--- src/rtl/timer_sched.sv ---
// timer_sched: round-robin scheduler sharing one flex_counter between NUM_REQ requesters.
//
// Each requester asks for a delay (in clock cycles) on its req_delay slice. The block grants
// the counter to one requester at a time, clears it, lets it count up to the requested value
// and then pulses that requester's done bit for one cycle.
//
// Ports:
//   clk               in   system clock, rising edge
//   nrst              in   asynchronous active-low reset (also resets the shared counter)
//   req               in   per-requester delay request (level), sampled only when idle
//   req_delay         in   packed delays, slice i = [i*NUM_BITS +: NUM_BITS]
//   gnt               out  registered one-hot grant, held for the whole service
//   done              out  registered one-hot, one-cycle completion pulse
//   busy              out  high whenever the scheduler is not idle
//   cnt_clear         out  flex_counter clear
//   cnt_enable        out  flex_counter count_enable
//   cnt_rollover_val  out  flex_counter rollover_val (registered, holds after service)
//   cnt_rollover_flag in   flex_counter rollover_flag
//
// Optional feature macro: TIMER_SCHED_ABORT_EN
//   When defined, a requester dropping its req while being served (clear or count phase)
//   aborts the service: the counter is cleared, no done pulse is produced, and the
//   aborted requester moves to the back of the round-robin order.

module timer_sched #(
  parameter int unsigned NUM_REQ  = 4,
  parameter int unsigned NUM_BITS = 4
) (
  input  logic                        clk,
  input  logic                        nrst,
  input  logic [NUM_REQ-1:0]          req,
  input  logic [NUM_REQ*NUM_BITS-1:0] req_delay,
  output logic [NUM_REQ-1:0]          gnt,
  output logic [NUM_REQ-1:0]          done,
  output logic                        busy,
  output logic                        cnt_clear,
  output logic                        cnt_enable,
  output logic [NUM_BITS-1:0]         cnt_rollover_val,
  input  logic                        cnt_rollover_flag
);

  localparam int unsigned IdxW = (NUM_REQ > 1) ? $clog2(NUM_REQ) : 1;
  // Pointer starts on the last requester so that requester 0 wins the first arbitration.
  localparam logic [IdxW-1:0]    LastInit = IdxW'(NUM_REQ - 1);
  localparam logic [NUM_REQ-1:0] OneReq   = NUM_REQ'(1);

  typedef enum logic [1:0] {
    StIdle,
    StClear,
    StCount,
    StDone
  } state_e;

  state_e              state_q, state_d;
  logic [IdxW-1:0]     last_q, last_d;
  logic [IdxW-1:0]     idx_q, idx_d;
  logic [NUM_BITS-1:0] rval_q, rval_d;
  logic [NUM_REQ-1:0]  gnt_q, gnt_d;
  logic [NUM_REQ-1:0]  done_q, done_d;

  // Round-robin arbitration result
  logic                pick_valid;
  logic [IdxW-1:0]     pick_idx;
  logic [NUM_BITS-1:0] pick_delay;
  logic [IdxW-1:0]     cand;
  int unsigned         sum;

  // Search from last+1 upward, wrapping modulo NUM_REQ; the first set bit wins.
  always_comb begin
    pick_valid = 1'b0;
    pick_idx   = '0;
    cand       = '0;
    sum        = 0;
    for (int unsigned k = 1; k <= NUM_REQ; k++) begin
      sum = 32'(last_q) + k;
      if (sum >= NUM_REQ) begin
        sum = sum - NUM_REQ;
      end
      cand = IdxW'(sum);
      if (!pick_valid && req[cand]) begin
        pick_valid = 1'b1;
        pick_idx   = cand;
      end
    end
  end

  assign pick_delay = req_delay[pick_idx*NUM_BITS +: NUM_BITS];

  // Next-state and counter-control outputs
  always_comb begin
    state_d    = state_q;
    last_d     = last_q;
    idx_d      = idx_q;
    rval_d     = rval_q;
    gnt_d      = gnt_q;
    done_d     = '0;
    cnt_clear  = 1'b0;
    cnt_enable = 1'b0;

    unique case (state_q)
      StIdle: begin
        if (pick_valid) begin
          idx_d = pick_idx;
          gnt_d = OneReq << pick_idx;
          if (pick_delay != '0) begin
            rval_d  = pick_delay;
            state_d = StClear;
          end else begin
            // Zero delay never touches the counter: grant and done share one cycle.
            done_d  = OneReq << pick_idx;
            state_d = StDone;
          end
        end
      end

      StClear: begin
        cnt_clear = 1'b1;
        state_d   = StCount;
      end

      StCount: begin
        // Stop counting once the flag is seen so the counter parks at D instead of
        // rolling over to 1.
        cnt_enable = ~cnt_rollover_flag;
        if (cnt_rollover_flag) begin
          done_d  = OneReq << idx_q;
          state_d = StDone;
        end
      end

      StDone: begin
        last_d  = idx_q;
        gnt_d   = '0;
        state_d = StIdle;
      end

      default: begin
        state_d = StIdle;
        gnt_d   = '0;
      end
    endcase

`ifdef TIMER_SCHED_ABORT_EN
    // Requester withdrew mid-service: clear the counter and give up the grant silently.
    if ((state_q == StClear || state_q == StCount) && !req[idx_q]) begin
      state_d    = StIdle;
      gnt_d      = '0;
      done_d     = '0;
      last_d     = idx_q;
      cnt_clear  = 1'b1;
      cnt_enable = 1'b0;
    end
`endif
  end

  always_ff @(posedge clk or negedge nrst) begin
    if (!nrst) begin
      state_q <= StIdle;
      last_q  <= LastInit;
      idx_q   <= '0;
      rval_q  <= '0;
      gnt_q   <= '0;
      done_q  <= '0;
    end else begin
      state_q <= state_d;
      last_q  <= last_d;
      idx_q   <= idx_d;
      rval_q  <= rval_d;
      gnt_q   <= gnt_d;
      done_q  <= done_d;
    end
  end

  assign gnt              = gnt_q;
  assign done             = done_q;
  assign busy             = (state_q != StIdle);
  assign cnt_rollover_val = rval_q;

endmodule

--- config.mk ---
export PLATFORM = sky130hd
export DESIGN_NAME = timer_sched
export DESIGN_NICKNAME = d
export VERILOG_FILES = /design/src/rtl/timer_sched.sv
export SDC_FILE = /design/constraint.sdc
export NUM_CORES = 1
export LEC_CHECK = 0
export CAP_MARGIN = 0
export CORE_MARGIN = 1
export CORE_UTILIZATION = 40
export DETAILED_ROUTE_END_ITERATION = 6
export GPL_TIMING_DRIVEN = 1
export PLACE_DENSITY = 0.72
export SLEW_MARGIN = 25
export SYNTH_ARGS = -nofsm -noshare
export SYNTH_HDL_FRONTEND = slang
export SYNTH_SLANG_ARGS = --single-unit
--- constraint.sdc ---
create_clock -name clk -period 2.6 [get_ports clk]
set_clock_uncertainty 0.15 [all_clocks]
set_input_delay 0.52 -clock clk [delete_from_list [all_inputs] [get_ports clk]]
set_output_delay 0.52 -clock clk [all_outputs]
set_load 0.1 [all_outputs]
==> impl_metrics.env, run 1 <==
export IMPL_p_per_area_nw_per_um2=1410
export IMPL_drive_gt1_share_pct=40.9
export IMPL_detail_route_antenna_nets=0
export IMPL_yosysSeqAreaShare_pct=41.5
export IMPL_grt_pass1_vias=958
export IMPL_cts_made_buffers=3
export IMPL_overflow=0
export IMPL_worstHoldStart="cnt_rollover_val[3]"
export IMPL_synthDistinctLibCells=36
export IMPL_antenna_found_initial=0
export IMPL_syn_inst=104
export IMPL_nFillCells=193
export IMPL_antenna_cells=0
export IMPL_grt_max_degree=19
export IMPL_cts_root_buf="clkbuf_4"
export IMPL_synth_area_per_cell_sq_um=10.5
export IMPL_fin_area_sq_um=1740
export IMPL_r2r_start="last_q[1]"
export IMPL_fp_coreArea_sq_um=2520
export IMPL_first_iter_violations=32
export IMPL_vias=1079
export IMPL_drt_wl_total_mm=3.24
export IMPL_violations="setup timing"
export IMPL_dieArea_sq_um=2940
export IMPL_drt_vias_per_instance=5.56
export IMPL_status="complete, but fails checks"
export IMPL_synth_nets=131
export IMPL_hold_path_end="cnt_rollover_val[3]"
export IMPL_clock_fmax_ghz=0.371
export IMPL_worstMarginPinSlew_ns=0.824
export IMPL_reg2reg_depth=8
export IMPL_synth_seq_cells=18
export IMPL_die_h_microns=54.3
export IMPL_gp_congestion=0.776
export IMPL_area_growth_syn_to_layout_pct=59.7
export IMPL_criticalPathCategory="in2reg"
export IMPL_synth_largest_area_cell="dfrtp_1"
export IMPL_r2r_slack_ns=-0.08
export IMPL_htree_levels=1
export IMPL_critPathRequiredTime_ns=2.67
export IMPL_dr_pass1_iters=4
export IMPL_total_power_mw=2.47
export IMPL_syn_area_sq_um=1090
export IMPL_period_minus_slack_ns=2.70
export IMPL_synth_top_area_share_pct=36.7
export IMPL_r2r_end="done[0]"
export IMPL_rows=18
export IMPL_whs_ns=0.374
export IMPL_clock_sinks=18
export IMPL_final_cell_mix="buf_4 (31), clkdlybuf4s50_1 (18), dfrtp_1 (16)"
export IMPL_hold_violations=0
export IMPL_synth_area_leaders="dfrtp_1 (37%), mux2i_1 (12%), dfstp_2 (4.8%), ha_1 (4.6%), nand2_1 (4.1%)"
export IMPL_cts_buffer_depth=2
export IMPL_rsz0062_at_grt="true"
export IMPL_grt_pass1_wl_mm=4.27
export IMPL_cp_start_kind="input pin"
export IMPL_end_kind="flip-flop"
export IMPL_avgRoutedWirePerCell_microns=16.7
export IMPL_dpl_instance_area_sq_um=1580
export IMPL_final_max_slew_viol_count=0
export IMPL_maxCapViolations=0
export IMPL_dp_hpwl_mm=2.18
export IMPL_min_path_type="reg2reg"
export IMPL_clkLatencyLatePin_ns=0.30
export IMPL_power_leakage_nw=0.806
export IMPL_setup_viol=4
export IMPL_fin_util_pct=69.1
export IMPL_ys_warnings_count=0
export IMPL_layout_worst_path_cycle_share_pct=104
export IMPL_drcViolationCount=0
export IMPL_worst_slew_margin_rel_pct=44.9
export IMPL_vdd_drop_max_uv=1420
export IMPL_setup_slack_ns=-0.0958
export IMPL_cts_tree="yes"
export IMPL_io_pins=38
export IMPL_mostFrequentLayoutCell="buf_4"
export IMPL_dieWidth_microns=54.3
export IMPL_final_nets=192
export IMPL_io_buffers=37
export IMPL_start_util_pct=43.3
export IMPL_cp_arrival_ns=2.76
export IMPL_path_clk_slew_ns=0.11
export IMPL_hold_depth=1
export IMPL_grt_use_total_pct=20.7
export IMPL_worst_path_max_fanout=5
-- area by class of cell --
class,count,area [sq um],area share (%)
inverter,6,22.5,1.29
sequential,18,453,26.0
multi-input combinational,76,641,36.7
clock buffer,4,36.3,2.08
tap,30,37.5,2.15
timing repair buffer,60,554,31.8
-- where the power goes --
part / internal [mW] / leakage, nW / switching, mW
Clock: 0.0855 / 0.0210 / 0.0962
Sequential: 0.407 / 0.227 / 0.108
Combinational: 0.635 / 0.557 / 1.13
-- worst max-delay path, stage by stage --
cell and delay, ns:
dlygate4sd2_1 0.26, buf_6 0.14, a211oi_4 0.23, nor3_2 0.07, buf_4 0.16, buf_12 0.13
mux2i_1 0.20, mux2i_1 0.20, or4_4 0.58, o32ai_2 0.27
-- cell usage after synthesis (all sizes together) --
cell type and n:
o22ai 3, inv 6, buf 2, a32oi 2, mux2i 13, o32ai 1, dfrtp 16, ha 4
or2b 1, nand3b 2, o211ai 1, o22a 1, nand2 12, o41ai 1, nor4 3, o21ai 4
clkbuf 2, a211oi 1, a21o 1, and2b 1, o32a 1, a21oi 4, nand3 2, or3 2
nor2 6, a22o 4, o221ai 1, dfstp 2, mux2 2, or4 1, o31ai 1, nor3 1
-- cells by family after synthesis --
group	after synthesis	share of synthesized area (%)
simple gates	31	15.1
compound gates	26	19.9
flops	18	41.5
mux	15	14.0
buf+inv	10	4.92
fa+ha+maj	4	4.58
-- state kept, by name, indices dropped and copies added, names as in the netlist --
signal            flops
last_q                2
state_q               2
idx_q                 2
done                  4
gnt                   4
cnt_rollover_val      4
-- worst max path at each step --
stage / startpoint / to / slack, ns / cells after the start
4_1_cts: last_q[1] / done[0] / -0.0005 / 8
3_3_place_gp: req[0] / done[0] / -0.43 / 9
3_5_place_dp: req[0] / cnt_rollover_val[1] / -0.51 / 9
5_1_grt: req[0] / done[0] / -0.19 / 10
2_1_floorplan: req[0] / done[0] / 0.12 / 8
6_report: req[3] / done[0] / -0.1 / 10
-- metal layers --
metal / global-route usage [%] / vias to the layer above / routed length (microns)
li1: - / 508 / -
met1: 25.0 / 527 / 1400
met2: 35.4 / 40 / 1640
met3: 6.94 / 4 / 154
met4: 4.70 / 0 / 41
met5: 0 / - / 0
-- through the flow --
step / cells / setup slack, ns / setup TNS, ns
final: 194 / -0.0958 / -0.120
after CTS: 189 / -0.000522 / -0.000522
after detailed placement: 184 / -0.508 / -4.16
after global placement: 184 / -0.428 / -3.32
after floorplan: 104 / 0.118 / 0
after global routing: 194 / -0.195 / -0.656
-- timing repair --
item	4_1_cts	5_1_grt
pin swaps	5	5
setup endpoints to repair	9	5
setup buffers	1	5
resized for setup	9	14
hold buffers	0	0
(Power assumes the default switching activity.)
==> inputs of run 2 (changes only) <==
--- a/config.mk
+++ b/config.mk
@@ -6,11 +6,11 @@
 export NUM_CORES = 1
 export LEC_CHECK = 0
 export CAP_MARGIN = 0
-export CORE_MARGIN = 1
+export CORE_MARGIN = 5
 export CORE_UTILIZATION = 40
 export DETAILED_ROUTE_END_ITERATION = 6
 export GPL_TIMING_DRIVEN = 1
-export PLACE_DENSITY = 0.72
+export PLACE_DENSITY = 0.69
 export SLEW_MARGIN = 25
 export SYNTH_ARGS = -nofsm -noshare
 export SYNTH_HDL_FRONTEND = slang
==> constraint.sdc (replaced) <==
create_clock -name clk -period 2.63 [get_ports clk]
set_clock_uncertainty 0.15 [all_clocks]
set_input_delay 0.526 -clock clk [delete_from_list [all_inputs] [get_ports clk]]
set_output_delay 0.526 -clock clk [all_outputs]
set_load 0.1 [all_outputs]
==> run 2 against run 1 <==
  * Critical endpoint unchanged
  * The flow now finishes without violations
  * Largest cell class unchanged
  * Flip-flop and latch count unchanged
  * Die area increased by 32%
  * Critical path depth decreased by 3
  * Sequential power decreased by 2%
==> impl_metrics.env, run 2 (synthesis results as in run 1) <==
export IMPL_status="finished clean"
export IMPL_clock_sinks=18
export IMPL_vias=1059
export IMPL_cts_root_buf="clkbuf_4"
export IMPL_dieArea_sq_um=3880
export IMPL_layout_worst_path_cycle_share_pct=99.1
export IMPL_cp_start_kind="flip-flop"
export IMPL_clkLatencyLatePin_ns=0.31
export IMPL_worstMarginPinSlew_ns=0.822
export IMPL_min_path_type="reg2reg"
export IMPL_worst_path_max_fanout=5
export IMPL_rows=19
export IMPL_vdd_drop_max_uv=1200
export IMPL_cp_arrival_ns=2.67
export IMPL_die_h_microns=62.3
export IMPL_drt_vias_per_instance=5.14
export IMPL_criticalPathCategory="reg2reg"
export IMPL_start_util_pct=40.7
export IMPL_grt_pass1_wl_mm=5.17
export IMPL_pre_cts_ws_ns=-0.481
export IMPL_dr_pass1_iters=4
export IMPL_avgRoutedWirePerCell_microns=14.7
export IMPL_hold_depth=1
export IMPL_worst_slew_margin_rel_pct=45.0
export IMPL_grt_max_degree=19
export IMPL_clock_fmax_ghz=0.384
export IMPL_mostFrequentLayoutCell="buf_4"
export IMPL_grt_pass1_vias=1160
export IMPL_p_seq_share_pct=20.5
export IMPL_dp_hpwl_mm=2.24
export IMPL_overflow=0
export IMPL_clockPowerShare_pct=7.3
export IMPL_rsz0062_at_grt="true"
export IMPL_io_pins=38
export IMPL_reg2reg_depth=7
export IMPL_setup_viol=0
export IMPL_setup_slack_ns=0.0247
export IMPL_r2r_slack_ns=0.02
export IMPL_first_iter_violations=38
export IMPL_cts_tree="yes"
export IMPL_final_nets=203
export IMPL_grt_use_total_pct=16.0
export IMPL_dieWidth_microns=62.3
export IMPL_drcViolationCount=0
export IMPL_cts_made_buffers=3
export IMPL_final_max_slew_viol_count=0
export IMPL_antenna_cells=0
export IMPL_r2r_end="done[0]"
export IMPL_period_minus_slack_ns=2.61
export IMPL_cp_startpoint="last_q[1]"
export IMPL_end_kind="flip-flop"
export IMPL_detail_route_antenna_nets=0
export IMPL_r2r_start="last_q[1]"
export IMPL_htree_levels=1
export IMPL_worstHoldStart="cnt_rollover_val[0]"
export IMPL_path_clk_slew_ns=0.12
export IMPL_hold_path_end="cnt_rollover_val[0]"
export IMPL_fp_coreArea_sq_um=2690
export IMPL_io_buffers=37
export IMPL_drt_wl_total_mm=3.03
export IMPL_cts_buffer_depth=2
export IMPL_drive_gt1_share_pct=42.9
export IMPL_antenna_found_initial=0
export IMPL_swShare_pct=53.0
export IMPL_p_per_area_nw_per_um2=1360
export IMPL_hold_violations=0
export IMPL_power_leakage_nw=0.865
export IMPL_total_power_mw=2.46
export IMPL_combPwrFrac_pct=72.2
export IMPL_power_internal_mw=1.16
export IMPL_area_growth_syn_to_layout_pct=65.3
export IMPL_whs_ns=0.365
export IMPL_switching_power_mw=1.31
export IMPL_critPathRequiredTime_ns=2.69
export IMPL_maxCapViolations=0
export IMPL_final_cell_mix="buf_4 (43), clkdlybuf4s50_1 (18), dfrtp_1 (16)"
export IMPL_gp_congestion=0.775
[run 2: cell types whose count changed in the layout (fill, tap and decap cells not counted), sizes merged]
cell,change
buf,+11
[run 2: metrics by stage]
stage               area, sq um  utilization, %  setup TNS (ns)  cells
floorplan                  1090               -               0    104
detailed placement         1600            59.6           -3.77    187
global placement           1600            59.6           -3.23    187
CTS                        1750            65.1               0    202
finish                     1810            67.2               0    206
global route               1810            67.2          -0.119    206
[run 2: worst max-delay path by stage]
stage	to	depth (start not counted)	slack, ns
after floorplan	done[0]	8	0.14
after global placement	state_q[1]	9	-0.41
after detailed placement	done[0]	9	-0.48
after CTS	done[0]	9	0.08
after global routing	done[0]	10	-0.06
final	done[0]	7	0.02
[run 2: cell type report]
cell class	count	area, sq um
Tap cell	31	38.8
Multi-Input combinational cell	76	631
Sequential cell	18	453
Inverter	6	22.5
Timing Repair Buffer	71	624
Fill cell	218	881
Clock buffer	4	36.3
[run 2: layer usage]
metal	track usage [%]	vias up	wire, microns
li1	-	529	-
met1	17.8	502	1230
met2	29.8	24	1630
met3	5.05	4	150
met4	2.39	0	17
met5	0	-	0
[run 2: worst max-delay path, cell delays in order, from the launching register on]
cell      delay [ns]
dfstp_2         0.61
buf_4           0.15
mux2i_2         0.25
o221ai_4        0.20
buf_4           0.18
mux2i_1         0.12
or4_4           0.59
o32ai_2         0.26
[run 2: what timing repair did]
| item | in CTS | in global routing |
|---|---|---|
| gates resized for setup | 10 | 10 |
| pin swaps | 7 | 5 |
| hold buffers | 0 | 0 |
| endpoints found under the setup margin | 9 | 10 |
| buffers inserted | 11 | 4 |
[run 2: power by group through the flow]
stage,clock (mW),combinational (mW),sequential [mW]
3_5_place_dp,0,1.58,0.516
2_1_floorplan,0,0.699,0.951
3_3_place_gp,0,1.56,0.507
5_1_grt,0.197,1.89,0.527
6_report,0.179,1.78,0.505
4_1_cts,0.183,1.70,0.511
==> inputs of run 3 (changes only) <==
--- a/config.mk
+++ b/config.mk
@@ -11,6 +11,7 @@
 export DETAILED_ROUTE_END_ITERATION = 6
 export GPL_TIMING_DRIVEN = 1
 export PLACE_DENSITY = 0.69
+export REMOVE_ABC_BUFFERS = 1
 export SLEW_MARGIN = 25
 export SYNTH_ARGS = -nofsm -noshare
 export SYNTH_HDL_FRONTEND = slang
==> run 3 against run 2 <==
  * Sequential power about the same
  * Core utilization fell by 5.3 points
  * Non-clock buffer count shrank 14
  * Hold slack improved by 0.011 ns
  * Critical endpoint unchanged
  * Critical path type is now in2reg
  * Highest routed layer unchanged
  * Combinational power shrank 10%
  * Largest power group unchanged
==> impl_metrics.env, run 3 (synthesis results as in run 1) <==
export IMPL_setup_slack_ns=0.0984
export IMPL_gp_congestion=0.799
export IMPL_vdd_drop_max_uv=1250
export IMPL_maxCapViolations=0
export IMPL_clock_sinks=18
export IMPL_io_buffers=37
export IMPL_reg2reg_depth=7
export IMPL_p_per_area_nw_per_um2=1370
export IMPL_drive_gt1_share_pct=34.8
export IMPL_avgRoutedWirePerCell_microns=14.3
export IMPL_antenna_found_initial=0
export IMPL_antenna_cells=0
export IMPL_worst_slew_margin_rel_pct=66.3
export IMPL_hold_violations=0
export IMPL_end_kind="flip-flop"
export IMPL_status="finished clean"
export IMPL_final_max_slew_viol_count=0
export IMPL_htree_levels=1
export IMPL_clkLatencyLatePin_ns=0.29
export IMPL_pre_cts_ws_ns=-0.516
export IMPL_drt_wl_total_mm=2.75
export IMPL_io_pins=38
export IMPL_critPathRequiredTime_ns=2.69
export IMPL_dr_pass1_iters=4
export IMPL_grt_use_total_pct=14.3
export IMPL_layout_worst_path_cycle_share_pct=96.3
export IMPL_min_path_type="reg2reg"
export IMPL_path_cells="clkdlybuf4s50_1, nor2_2, nor3_2, buf_6, mux2i_1, mux2i_1, or4_4, o32ai_2"
export IMPL_worstHoldStart="cnt_rollover_val[3]"
export IMPL_die_h_microns=62.3
export IMPL_final_cell_mix="buf_4 (31), clkdlybuf4s50_1 (19), dfrtp_1 (16)"
export IMPL_grt_pass1_vias=1066
export IMPL_period_minus_slack_ns=2.53
export IMPL_cp_startpoint="req[2]"
export IMPL_area_growth_syn_to_layout_pct=52.2
export IMPL_mostFrequentLayoutCell="buf_4"
export IMPL_overflow=0
export IMPL_dieWidth_microns=62.3
export IMPL_detail_route_antenna_nets=0
export IMPL_cp_arrival_ns=2.59
export IMPL_cts_tree="yes"
export IMPL_cts_root_buf="clkbuf_4"
export IMPL_worst_path_max_fanout=8
export IMPL_rsz0062_at_grt="false"
export IMPL_dieArea_sq_um=3880
export IMPL_r2r_slack_ns=0.16
export IMPL_fp_coreArea_sq_um=2690
export IMPL_cp_slowest_cell="or4_4"
export IMPL_criticalPathCategory="in2reg"
export IMPL_nFillCells=225
export IMPL_path_clk_slew_ns=0.11
export IMPL_final_nets=189
export IMPL_worstMarginPinSlew_ns=0.504
export IMPL_r2r_start="last_q[1]"
export IMPL_dp_hpwl_mm=2.16
export IMPL_total_power_mw=2.28
export IMPL_vias=1029
export IMPL_cts_made_buffers=3
export IMPL_max_stage_delay_ns=0.60
export IMPL_first_iter_violations=27
export IMPL_rows=19
export IMPL_drcViolationCount=0
export IMPL_drt_vias_per_instance=5.36
export IMPL_grt_pass1_wl_mm=4.66
export IMPL_power_leakage_nw=0.783
export IMPL_clock_fmax_ghz=0.395
export IMPL_start_util_pct=40.7
export IMPL_worst_path_most_repeated_cell="mux2i_1"
export IMPL_grt_max_degree=19
export IMPL_hold_depth=1
export IMPL_cts_buffer_depth=2
export IMPL_cp_start_kind="input pin"
export IMPL_setup_viol=0
export IMPL_holdBufCountCts=0
run 3: cell count changes in the layout (fill, tap and decap cells not counted), sizes merged:
cell / change
buf: -14
dlygate4sd2: +2
clkbuf: -1
clkdlybuf4s15: -1
clkdlybuf4s50: +1
dlymetal6s2s: -1
run 3: metal layers:
metal	vias to the layer above	share of wire [%]	wire length, microns	GRT usage (%)
met4	0	0.40	11	1.86
li1	499	-	-	-
met5	-	0	0	0
met2	31	52	1430	26.9
met3	2	6.5	179	4.50
met1	497	41	1130	15.8
run 3: through the flow:
step | setup TNS (ns) | hold slack (ns) | util, % | std cells | cell area [sq um]
after floorplan | -4.20 | 0.0804 | - | 100 | 1060
after global routing | 0 | 0.404 | 61.9 | 192 | 1660
after global placement | -3.36 | 0.341 | 59.0 | 185 | 1590
after CTS | 0 | 0.377 | 61.2 | 190 | 1650
after detailed placement | -3.96 | 0.337 | 59.0 | 185 | 1590
final | 0 | 0.376 | 61.9 | 192 | 1660
run 3: power breakdown:
group / switching (mW) / total [mW] / internal, mW
sequential: 0.101 / 0.504 / 0.402
combinational: 1.05 / 1.60 / 0.548
clock: 0.0885 / 0.173 / 0.0844
total: 1.24 / 2.28 / 1.04
run 3: worst paths after layout:
kind / end
setup / recovery: done[0]
hold / removal: cnt_rollover_val[3]
setup reg to reg: done[0]
hold reg to reg: cnt_rollover_val[3]
max in group asynchronous: last_q[0]
min in group asynchronous: cnt_rollover_val[1]
run 3: final cells by class:
cell class                      instances  area [sq um]  area share [%]
Sequential cell                        18           453            27.2
Inverter                                6          22.5            1.35
Clock buffer                            4          36.3            2.18
Multi-Input combinational cell         76           601            36.1
Tap cell                               31          38.8            2.33
Timing Repair Buffer                   57           512            30.8
run 3: worst max-delay path: cells and delay by family:
family	cells	cell delay, ns
AO/OA/AOI/OAI	1	0.22
buffers and inverters	2	0.67
multiplexers	2	0.32
AND/OR/NAND/NOR	3	0.85
run 3: repair_timing:
action | in CTS | in global routing
pin swaps | 6 | 0
endpoints found under the setup margin | 9 | 1
setup buffers | 1 | 2
gates resized for setup | 8 | 1
